File: src/rtl/mips_pkg.sv
// Shared encodings for the multi-cycle MIPS controller: instruction fields,
// ALU operation codes, the FSM state set and the ALU-control selector.
package mips_pkg;

    // Primary opcodes (IR[31:26])
    localparam logic [5:0] OP_RTYPE = 6'b000000;
    localparam logic [5:0] OP_LW    = 6'b100011;
    localparam logic [5:0] OP_SW    = 6'b101011;
    localparam logic [5:0] OP_BEQ   = 6'b000100;
    localparam logic [5:0] OP_J     = 6'b000010;
    localparam logic [5:0] OP_ADDI  = 6'b001000;
    localparam logic [5:0] OP_SLTI  = 6'b001010;

    // R-type function codes (IR[5:0])
    localparam logic [5:0] FN_ADD = 6'b100000;
    localparam logic [5:0] FN_SUB = 6'b100010;
    localparam logic [5:0] FN_AND = 6'b100100;
    localparam logic [5:0] FN_OR  = 6'b100101;
    localparam logic [5:0] FN_SLT = 6'b101010;

    // ALU operation encodings driven on alu_opc
    localparam logic [2:0] ALU_AND = 3'b000;
    localparam logic [2:0] ALU_OR  = 3'b001;
    localparam logic [2:0] ALU_ADD = 3'b010;
    localparam logic [2:0] ALU_SUB = 3'b110;
    localparam logic [2:0] ALU_SLT = 3'b111;

    // What the FSM asks of the ALU decoder in each state
    typedef enum logic [1:0] {
        ALUOP_ADD   = 2'b00,
        ALUOP_SUB   = 2'b01,
        ALUOP_FUNCT = 2'b10,
        ALUOP_SLT   = 2'b11
    } alu_op_t;

    typedef enum logic [3:0] {
        S_IF,
        S_ID,
        S_MEM_ADDR,
        S_MEM_RD,
        S_MEM_WB,
        S_MEM_WR,
        S_R_EX,
        S_R_WB,
        S_I_EX,
        S_I_WB,
        S_BEQ_EX,
        S_J_EX
    } state_t;

endpackage

File: src/rtl/alu_control.sv
// ALU decoder: turns the FSM's coarse request plus the R-type funct field
// into the concrete ALU operation, and flags whether funct is supported.
module alu_control
    import mips_pkg::*;
(
    input  alu_op_t    alu_op,
    input  logic [5:0] funct,
    output logic [2:0] alu_opc,
    output logic       funct_valid
);

    // Select the ALU operation; unsupported functs fall back to ADD.
    always_comb begin
        // NOTE: every output gets a default before the case so no path
        // leaves it unassigned, which would otherwise infer a latch.
        alu_opc     = ALU_ADD;
        funct_valid = 1'b0;
        case (funct)
            FN_ADD: funct_valid = 1'b1;
            FN_SUB: funct_valid = 1'b1;
            FN_AND: funct_valid = 1'b1;
            FN_OR:  funct_valid = 1'b1;
            FN_SLT: funct_valid = 1'b1;
            default: funct_valid = 1'b0;
        endcase
        case (alu_op)
            ALUOP_ADD: alu_opc = ALU_ADD;
            ALUOP_SUB: alu_opc = ALU_SUB;
            ALUOP_SLT: alu_opc = ALU_SLT;
            ALUOP_FUNCT: begin
                case (funct)
                    FN_SUB:  alu_opc = ALU_SUB;
                    FN_AND:  alu_opc = ALU_AND;
                    FN_OR:   alu_opc = ALU_OR;
                    FN_SLT:  alu_opc = ALU_SLT;
                    default: alu_opc = ALU_ADD;
                endcase
            end
            default: alu_opc = ALU_ADD;
        endcase
    end

endmodule

File: src/rtl/multi_cycle_controller.sv
// Multi-cycle MIPS control FSM. Outputs are Moore functions of the state and
// of opcode/funct latched in ID; only pc_en looks at the live zero flag.
// Reset forces IF asynchronously and masks every write/read strobe.
module multi_cycle_controller
    import mips_pkg::*;
(
    input  logic       clk,
    input  logic       rst,
    input  logic [5:0] opcode,
    input  logic [5:0] funct,
    input  logic       zero,
    output logic [2:0] alu_opc,
    output logic       alu_src_a,
    output logic [1:0] alu_src_b,
    output logic [1:0] pc_src,
    output logic       pc_write,
    output logic       pc_write_cond,
    output logic       pc_en,
    output logic       i_or_d,
    output logic       mem_read,
    output logic       mem_write,
    output logic       ir_write,
    output logic       reg_dst,
    output logic       mem_to_reg,
    output logic       reg_write
);

    state_t     state;
    state_t     next_state;
    logic [5:0] op_q;
    logic [5:0] funct_q;
    alu_op_t    alu_op;
    logic       funct_valid;

    // Strobes as the state table defines them, before reset masking
    logic pc_write_st;
    logic ir_write_st;
    logic mem_read_st;
    logic mem_write_st;
    logic reg_write_st;

    alu_control u_alu_control (
        .alu_op      (alu_op),
        .funct       (funct_q),
        .alu_opc     (alu_opc),
        .funct_valid (funct_valid)
    );

    // State register; reset lands in IF immediately, abandoning any instruction.
    always_ff @(posedge clk or posedge rst) begin
        // NOTE: non-blocking assignments so every flop samples pre-edge values.
        if (rst) state <= S_IF;
        else     state <= next_state;
    end

    // Capture the instruction fields in ID so later states decode from flops.
    always_ff @(posedge clk or posedge rst) begin
        if (rst) begin
            op_q    <= '0;
            funct_q <= '0;
        end else if (state == S_ID) begin
            op_q    <= opcode;
            funct_q <= funct;
        end
    end

    // Next-state selection and per-state control values.
    always_comb begin
        next_state    = S_IF;
        alu_op        = ALUOP_ADD;
        alu_src_a     = 1'b0;
        alu_src_b     = 2'b00;
        pc_src        = 2'b00;
        pc_write_st   = 1'b0;
        pc_write_cond = 1'b0;
        i_or_d        = 1'b0;
        mem_read_st   = 1'b0;
        mem_write_st  = 1'b0;
        ir_write_st   = 1'b0;
        reg_dst       = 1'b0;
        mem_to_reg    = 1'b0;
        reg_write_st  = 1'b0;
        case (state)
            S_IF: begin
                mem_read_st = 1'b1;
                ir_write_st = 1'b1;
                alu_src_b   = 2'b01;
                pc_write_st = 1'b1;
                next_state  = S_ID;
            end
            S_ID: begin
                alu_src_b = 2'b11;
                case (opcode)
                    OP_RTYPE:       next_state = S_R_EX;
                    OP_LW, OP_SW:   next_state = S_MEM_ADDR;
                    OP_BEQ:         next_state = S_BEQ_EX;
                    OP_J:           next_state = S_J_EX;
                    OP_ADDI,
                    OP_SLTI:        next_state = S_I_EX;
                    default:        next_state = S_IF;
                endcase
            end
            S_MEM_ADDR: begin
                alu_src_a  = 1'b1;
                alu_src_b  = 2'b10;
                next_state = (op_q == OP_LW) ? S_MEM_RD : S_MEM_WR;
            end
            S_MEM_RD: begin
                mem_read_st = 1'b1;
                i_or_d      = 1'b1;
                next_state  = S_MEM_WB;
            end
            S_MEM_WB: begin
                reg_write_st = 1'b1;
                mem_to_reg   = 1'b1;
            end
            S_MEM_WR: begin
                mem_write_st = 1'b1;
                i_or_d       = 1'b1;
            end
            S_R_EX: begin
                alu_src_a  = 1'b1;
                alu_op     = ALUOP_FUNCT;
                next_state = S_R_WB;
            end
            S_R_WB: begin
                reg_dst      = 1'b1;
                reg_write_st = funct_valid;
            end
            S_I_EX: begin
                alu_src_a  = 1'b1;
                alu_src_b  = 2'b10;
                alu_op     = (op_q == OP_SLTI) ? ALUOP_SLT : ALUOP_ADD;
                next_state = S_I_WB;
            end
            S_I_WB: begin
                reg_write_st = 1'b1;
            end
            S_BEQ_EX: begin
                alu_src_a     = 1'b1;
                alu_op        = ALUOP_SUB;
                pc_src        = 2'b01;
                pc_write_cond = 1'b1;
            end
            S_J_EX: begin
                pc_src      = 2'b10;
                pc_write_st = 1'b1;
            end
            default: next_state = S_IF;
        endcase
    end

    // Reset masks every strobe that could change architectural state.
    assign pc_write  = pc_write_st  & ~rst;
    assign ir_write  = ir_write_st  & ~rst;
    assign mem_read  = mem_read_st  & ~rst;
    assign mem_write = mem_write_st & ~rst;
    assign reg_write = reg_write_st & ~rst;
    assign pc_en     = ~rst & (pc_write_st | (pc_write_cond & zero));

endmodule

File: config.mk
export PLATFORM = sky130hd
export DESIGN_NAME = multi_cycle_controller
export DESIGN_NICKNAME = d
export VERILOG_FILES = /design/src/rtl/mips_pkg.sv /design/src/rtl/alu_control.sv /design/src/rtl/multi_cycle_controller.sv
export SDC_FILE = /design/constraint.sdc
export NUM_CORES = 1
export LEC_CHECK = 0
export ABC_AREA = 1
export CAP_MARGIN = 0
export CORE_MARGIN = 1.5
export CORE_UTILIZATION = 40
export CTS_CLUSTER_DIAMETER = 80
export DETAILED_ROUTE_END_ITERATION = 8
export PLACE_DENSITY = 0.84
export SYNTH_ARGS = -nofsm -noshare
export SYNTH_HDL_FRONTEND = slang
export SYNTH_SLANG_ARGS = --single-unit
File: constraint.sdc
create_clock -name clk -period 1.4 [get_ports clk]
set_clock_uncertainty 0.15 [all_clocks]
set_input_delay 0.35 -clock clk [delete_from_list [all_inputs] [get_ports clk]]
set_output_delay 0.35 -clock clk [all_outputs]
set_load 0.01 [all_outputs]
==> flow_metrics.py, run 1 <==
metrics = {
    "clocking": {
        "cts_buffer_depth": 2,
        "cts_hold_buf": 0,
        "cts_root_buf": "clkbuf_4",
        "clkSinkCount": 16,
        "numCtsBuffers": 3,
        "h-tree-depth": 1,
    },
    "synthesis": {
        "yosysMostFrequentCell": "nor2_1",
        "yosys-top-cells-count": "nor2_1 (38), nand2_1 (32), inv_1 (23)",
        "async_reset_ff_frac": 1.00,
        "synth.area.top_cells": "dfrtp_1 (40%), nor2_1 (14%), nand2_1 (12%)",
        "synth_nets": 170,
        "yosysWarnings": 0,
        "yosysTopAreaCellShare": 0.398,
        "synth_ff_type": "dfrtp_1",
        "netlist_area_um2": 1010,
        "yosysTopAreaCell": "dfrtp_1",
        "ys_seq_area_frac": 0.398,
        "avgSynthCellArea_um2": 6.50,
        "ys_seq_elements": 16,
        "ys_types": 20,
        "synth_edf_count": 0,
        "syn-instance-count": 155,
    },
    "place": {
        "dpl.cell_count": 256,
        "dpl_cell_area_um2": 1750,
        "gp_congestion": 0.863,
        "hpwlAfterDp_um": 2370,
        "port_buffers": 32,
    },
    "floorplan": {
        "initial_core_util": 0.414,
        "ioPinCount": 33,
        "die_w_um": 53.2,
        "fp-row-count": 18,
        "die_h_um": 53.2,
    },
    "run_status": {
        "status": "stopped before the end",
        "error_line": "[ERROR DPL-0038] Utilization greater than 100%, impossible to legalize",
        "haltStage": "5_1_grt",
    },
    "sta": {
        "endpoint_type": "primary output",
        "grt-worst-endpoint": "alu_opc[1]",
    },
    "global_routing": {
        "grt_max_degree": 17,
    },
}
kinds of logic after synthesis:
| family | after synthesis | share of synthesized area |
|---|---|---|
| AND/OR/NAND/NOR | 92 | 0.386 |
| flip-flops | 16 | 0.398 |
| AO/OA/AOI/OAI | 20 | 0.103 |
| buffers and inverters | 27 | 0.113 |
metrics by stage:
stage	utilization	TNS (ns)	setup WS, ns
CTS	0.829	-12.50	-0.633
detailed placement	0.721	-14.08	-0.756
global placement	0.721	-12.38	-0.671
floorplan	-	-0.850	-0.158
repair_timing:
item / in CTS
hold endpoints to repair: 0
setup buffers: 11
endpoints found under the setup margin: 34
pin swaps: 16
gates resized for setup: 123
==> run 2, diff against run 1 <==
--- a/config.mk
+++ b/config.mk
@@ -7,11 +7,10 @@
 export LEC_CHECK = 0
 export ABC_AREA = 1
 export CAP_MARGIN = 0
-export CORE_MARGIN = 1.5
-export CORE_UTILIZATION = 40
-export CTS_CLUSTER_DIAMETER = 80
+export CORE_AREA = 2 2 63 65
 export DETAILED_ROUTE_END_ITERATION = 8
-export PLACE_DENSITY = 0.84
+export DIE_AREA = 0 0 65 67
+export PLACE_DENSITY_LB_ADDON = 0.15
 export SYNTH_ARGS = -nofsm -noshare
 export SYNTH_HDL_FRONTEND = slang
 export SYNTH_SLANG_ARGS = --single-unit
==> constraint.sdc (replaced) <==
create_clock -name clk -period 1.8 [get_ports clk]
set_clock_uncertainty 0.15 [all_clocks]
set_input_delay 0.45 -clock clk [delete_from_list [all_inputs] [get_ports clk]]
set_output_delay 0.45 -clock clk [all_outputs]
set_load 0.01 [all_outputs]
==> flow_metrics.py, run 2 <==
metrics = {
    "clocking": {
        "numCtsBuffers": 3,
        "cts_tree": "done",
        "cts_hold_buf": 0,
        "cts_buffer_depth": 2,
        "h-tree-depth": 1,
        "clkSinkCount": 16,
        "cts_root_buf": "clkbuf_8",
        "clk_pin_slew_ns": 0.06,
        "clk_latency_ns": 0.25,
    },
    "sta": {
        "finalCritPeriodShare": 1.17,
        "period_needed_ns": 2.11,
        "rsz0062_at_grt": "yes",
        "hold_viol_final": 0,
        "drv_slew": 0,
        "slew_headroom": 0.817,
        "fmax_mhz": 475,
        "finalSetupViolations": 18,
        "worst_pin_slew_ns": 0.273,
        "fin_ws_ns": -0.306,
    },
    "final_layout": {
        "nFillCells": 370,
        "design_area_um2": 2010,
        "drive_gt1_frac": 0.498,
        "nets": 251,
        "syn2layout_area_growth_pct": 99.4,
        "top_regs": "funct_q: 6 flops, op_q: 6 flops, state: 4 flops",
        "final_common_cell": "buf_4",
        "insertedDiodeCount": 0,
        "layout_common_cells": "buf_4 (36), nand2_1 (25), nor2_1 (19)",
    },
    "synthesis": {
        "ys_seq_area_frac": 0.398,
        "syn-instance-count": 155,
        "synth_edf_count": 0,
        "yosysMostFrequentCell": "nor2_1",
        "ys_types": 20,
        "async_reset_ff_frac": 1.00,
        "netlist_area_um2": 1010,
        "yosys-top-cells-count": "nor2_1 (38), nand2_1 (32), inv_1 (23)",
        "synth_ff_type": "dfrtp_1",
        "yosysWarnings": 0,
        "yosysTopAreaCellShare": 0.398,
        "synth_nets": 170,
        "yosysTopAreaCell": "dfrtp_1",
        "ys_seq_elements": 16,
        "avgSynthCellArea_um2": 6.50,
        "synth.area.top_cells": "dfrtp_1 (40%), nor2_1 (14%), nand2_1 (12%)",
    },
    "global_routing": {
        "grt_max_degree": 17,
        "antenna_found_initial": 0,
        "grt_pass1_wl_um": 5120,
        "grt_pass1_vias": 1242,
        "globalRouteOverflowTotal": 0,
        "grt_use_total": 0.153,
    },
    "worst_hold_path": {
        "min_path_type": "in -> async",
    },
    "floorplan": {
        "ioPinCount": 33,
        "fp-row-count": 22,
        "die_w_um": 65,
        "die_h_um": 67,
        "initial_core_util": 0.279,
        "core_area_um2": 3610,
        "die-area_um2": 4360,
    },
    "setup_path": {
        "crit_slowest_cell": "dfrtp_2",
        "critPathKind": "reg -> out",
        "crit_start": "state[3]",
        "endpoint_kind": "output pin",
        "timing.critical_path.fanout_max": 4,
        "regToRegStartpoint": "state[2]",
        "critPathRequiredTime_ns": 1.20,
        "worstPathArrival_ns": 1.51,
        "critPathLaunchType": "flop",
        "r2r_slack_ns": 0.15,
        "ff2ff_path_depth": 10,
        "max_stage_delay_ns": 0.44,
        "path_cells": "buf_6 > nand2_8 > nor3_4 > nor2_2 > nor2_1 > nand3_1 > buf_2",
    },
    "power": {
        "finalPower_w": 0.00286,
        "ir_worst_vdd_mv": 0.489,
        "p_leak_nw": 0.957,
        "pwr_density_cell_nw_per_um2": 1430,
    },
    "place": {
        "hpwlAfterDp_um": 2170,
        "gp_congestion": 0.800,
        "dpl_cell_area_um2": 1600,
        "port_buffers": 32,
    },
    "drt": {
        "drc": 0,
        "avgViaCountPerCell": 4.42,
        "met3WireLength_um": 200,
        "ant_nets": 0,
        "wl_met1_um": 1280,
        "drt_iter0_drc": 33,
        "firstDrtPassIters": 4,
        "routed.top_layer": "met4",
        "drt-wirelength-per-cell_um": 11.0,
        "wl_um": 3130,
        "wl_met2_um": 1620,
        "num_vias": 1252,
    },
    "run_status": {
        "status": "finished, violations left",
        "violations": "setup timing",
    },
    "job": {
        "maxCapViolations": 0,
    },
}
-- run 2: cell counts after synthesis --
No cell type changed its count.
-- run 2: layout make-up --
class	count	area, um^2	share of cell area
multi-input combinational	112	719	0.358
clock buffer	4	55.1	0.0274
sequential	16	402	0.200
inverter	24	105	0.0523
tap	48	60.1	0.0299
timing repair buffer	79	667	0.332
-- run 2: where the power goes --
part | internal, W | leakage [nW] | total (W) | switching (W)
registers | 0.000528 | 0.197 | 0.000657 | 0.000129
logic | 0.000912 | 0.731 | 0.00189 | 0.000977
clock network | 0.000194 | 0.0288 | 0.000318 | 0.000124
total | 0.00163 | 0.957 | 0.00286 | 0.00123
-- run 2: metrics by stage --
step | std cells | util | hold slack (ns) | setup TNS, ns | setup WS [ns]
2_1_floorplan | 155 | - | 0.214 | 0 | 0.0248
3_3_place_gp | 263 | 0.443 | 0.323 | -5.92 | -0.444
3_5_place_dp | 263 | 0.443 | 0.335 | -6.36 | -0.480
4_1_cts | 277 | 0.504 | 0.291 | -2.74 | -0.258
5_1_grt | 283 | 0.557 | 0.358 | -4.17 | -0.420
6_report | 283 | 0.557 | 0.317 | -2.81 | -0.306
-- run 2: repair_timing --
action / in CTS / in global routing
endpoints found under the setup margin: 18 / 19
pin swaps: 16 / 17
resized for setup: 119 / 45
setup buffers: 10 / 10
-- run 2: logic make-up after synthesis --
family,count (synthesis),share of synthesized area
DFF,16,0.398
AOI/OAI and AO/OA,20,0.103
and+or+nand+nor,92,0.386
buffers and inverters,27,0.113
-- run 2: worst paths after layout --
kind | to
setup / recovery | alu_opc[1]
hold / removal | state[2]
setup reg to reg | state[0]
hold reg to reg | op_q[3]
max in group asynchronous | state[3]
min in group clk | op_q[3]
-- run 2: per-layer routing --
metal / GRT usage / up-vias
li1: - / 646
met3: 0.0304 / 4
met2: 0.287 / 39
met4: 0.0824 / 0
met5: 0 / -
met1: 0.160 / 563
-- run 2: worst max-delay path, delay by kind of cell (launching register included) --
kind	cells	cell delay (ns)
buffers and inverters	2	0.28
DFF	1	0.44
and+or+nand+nor	5	0.54
Note: power is estimated with default switching activity, not from simulation.
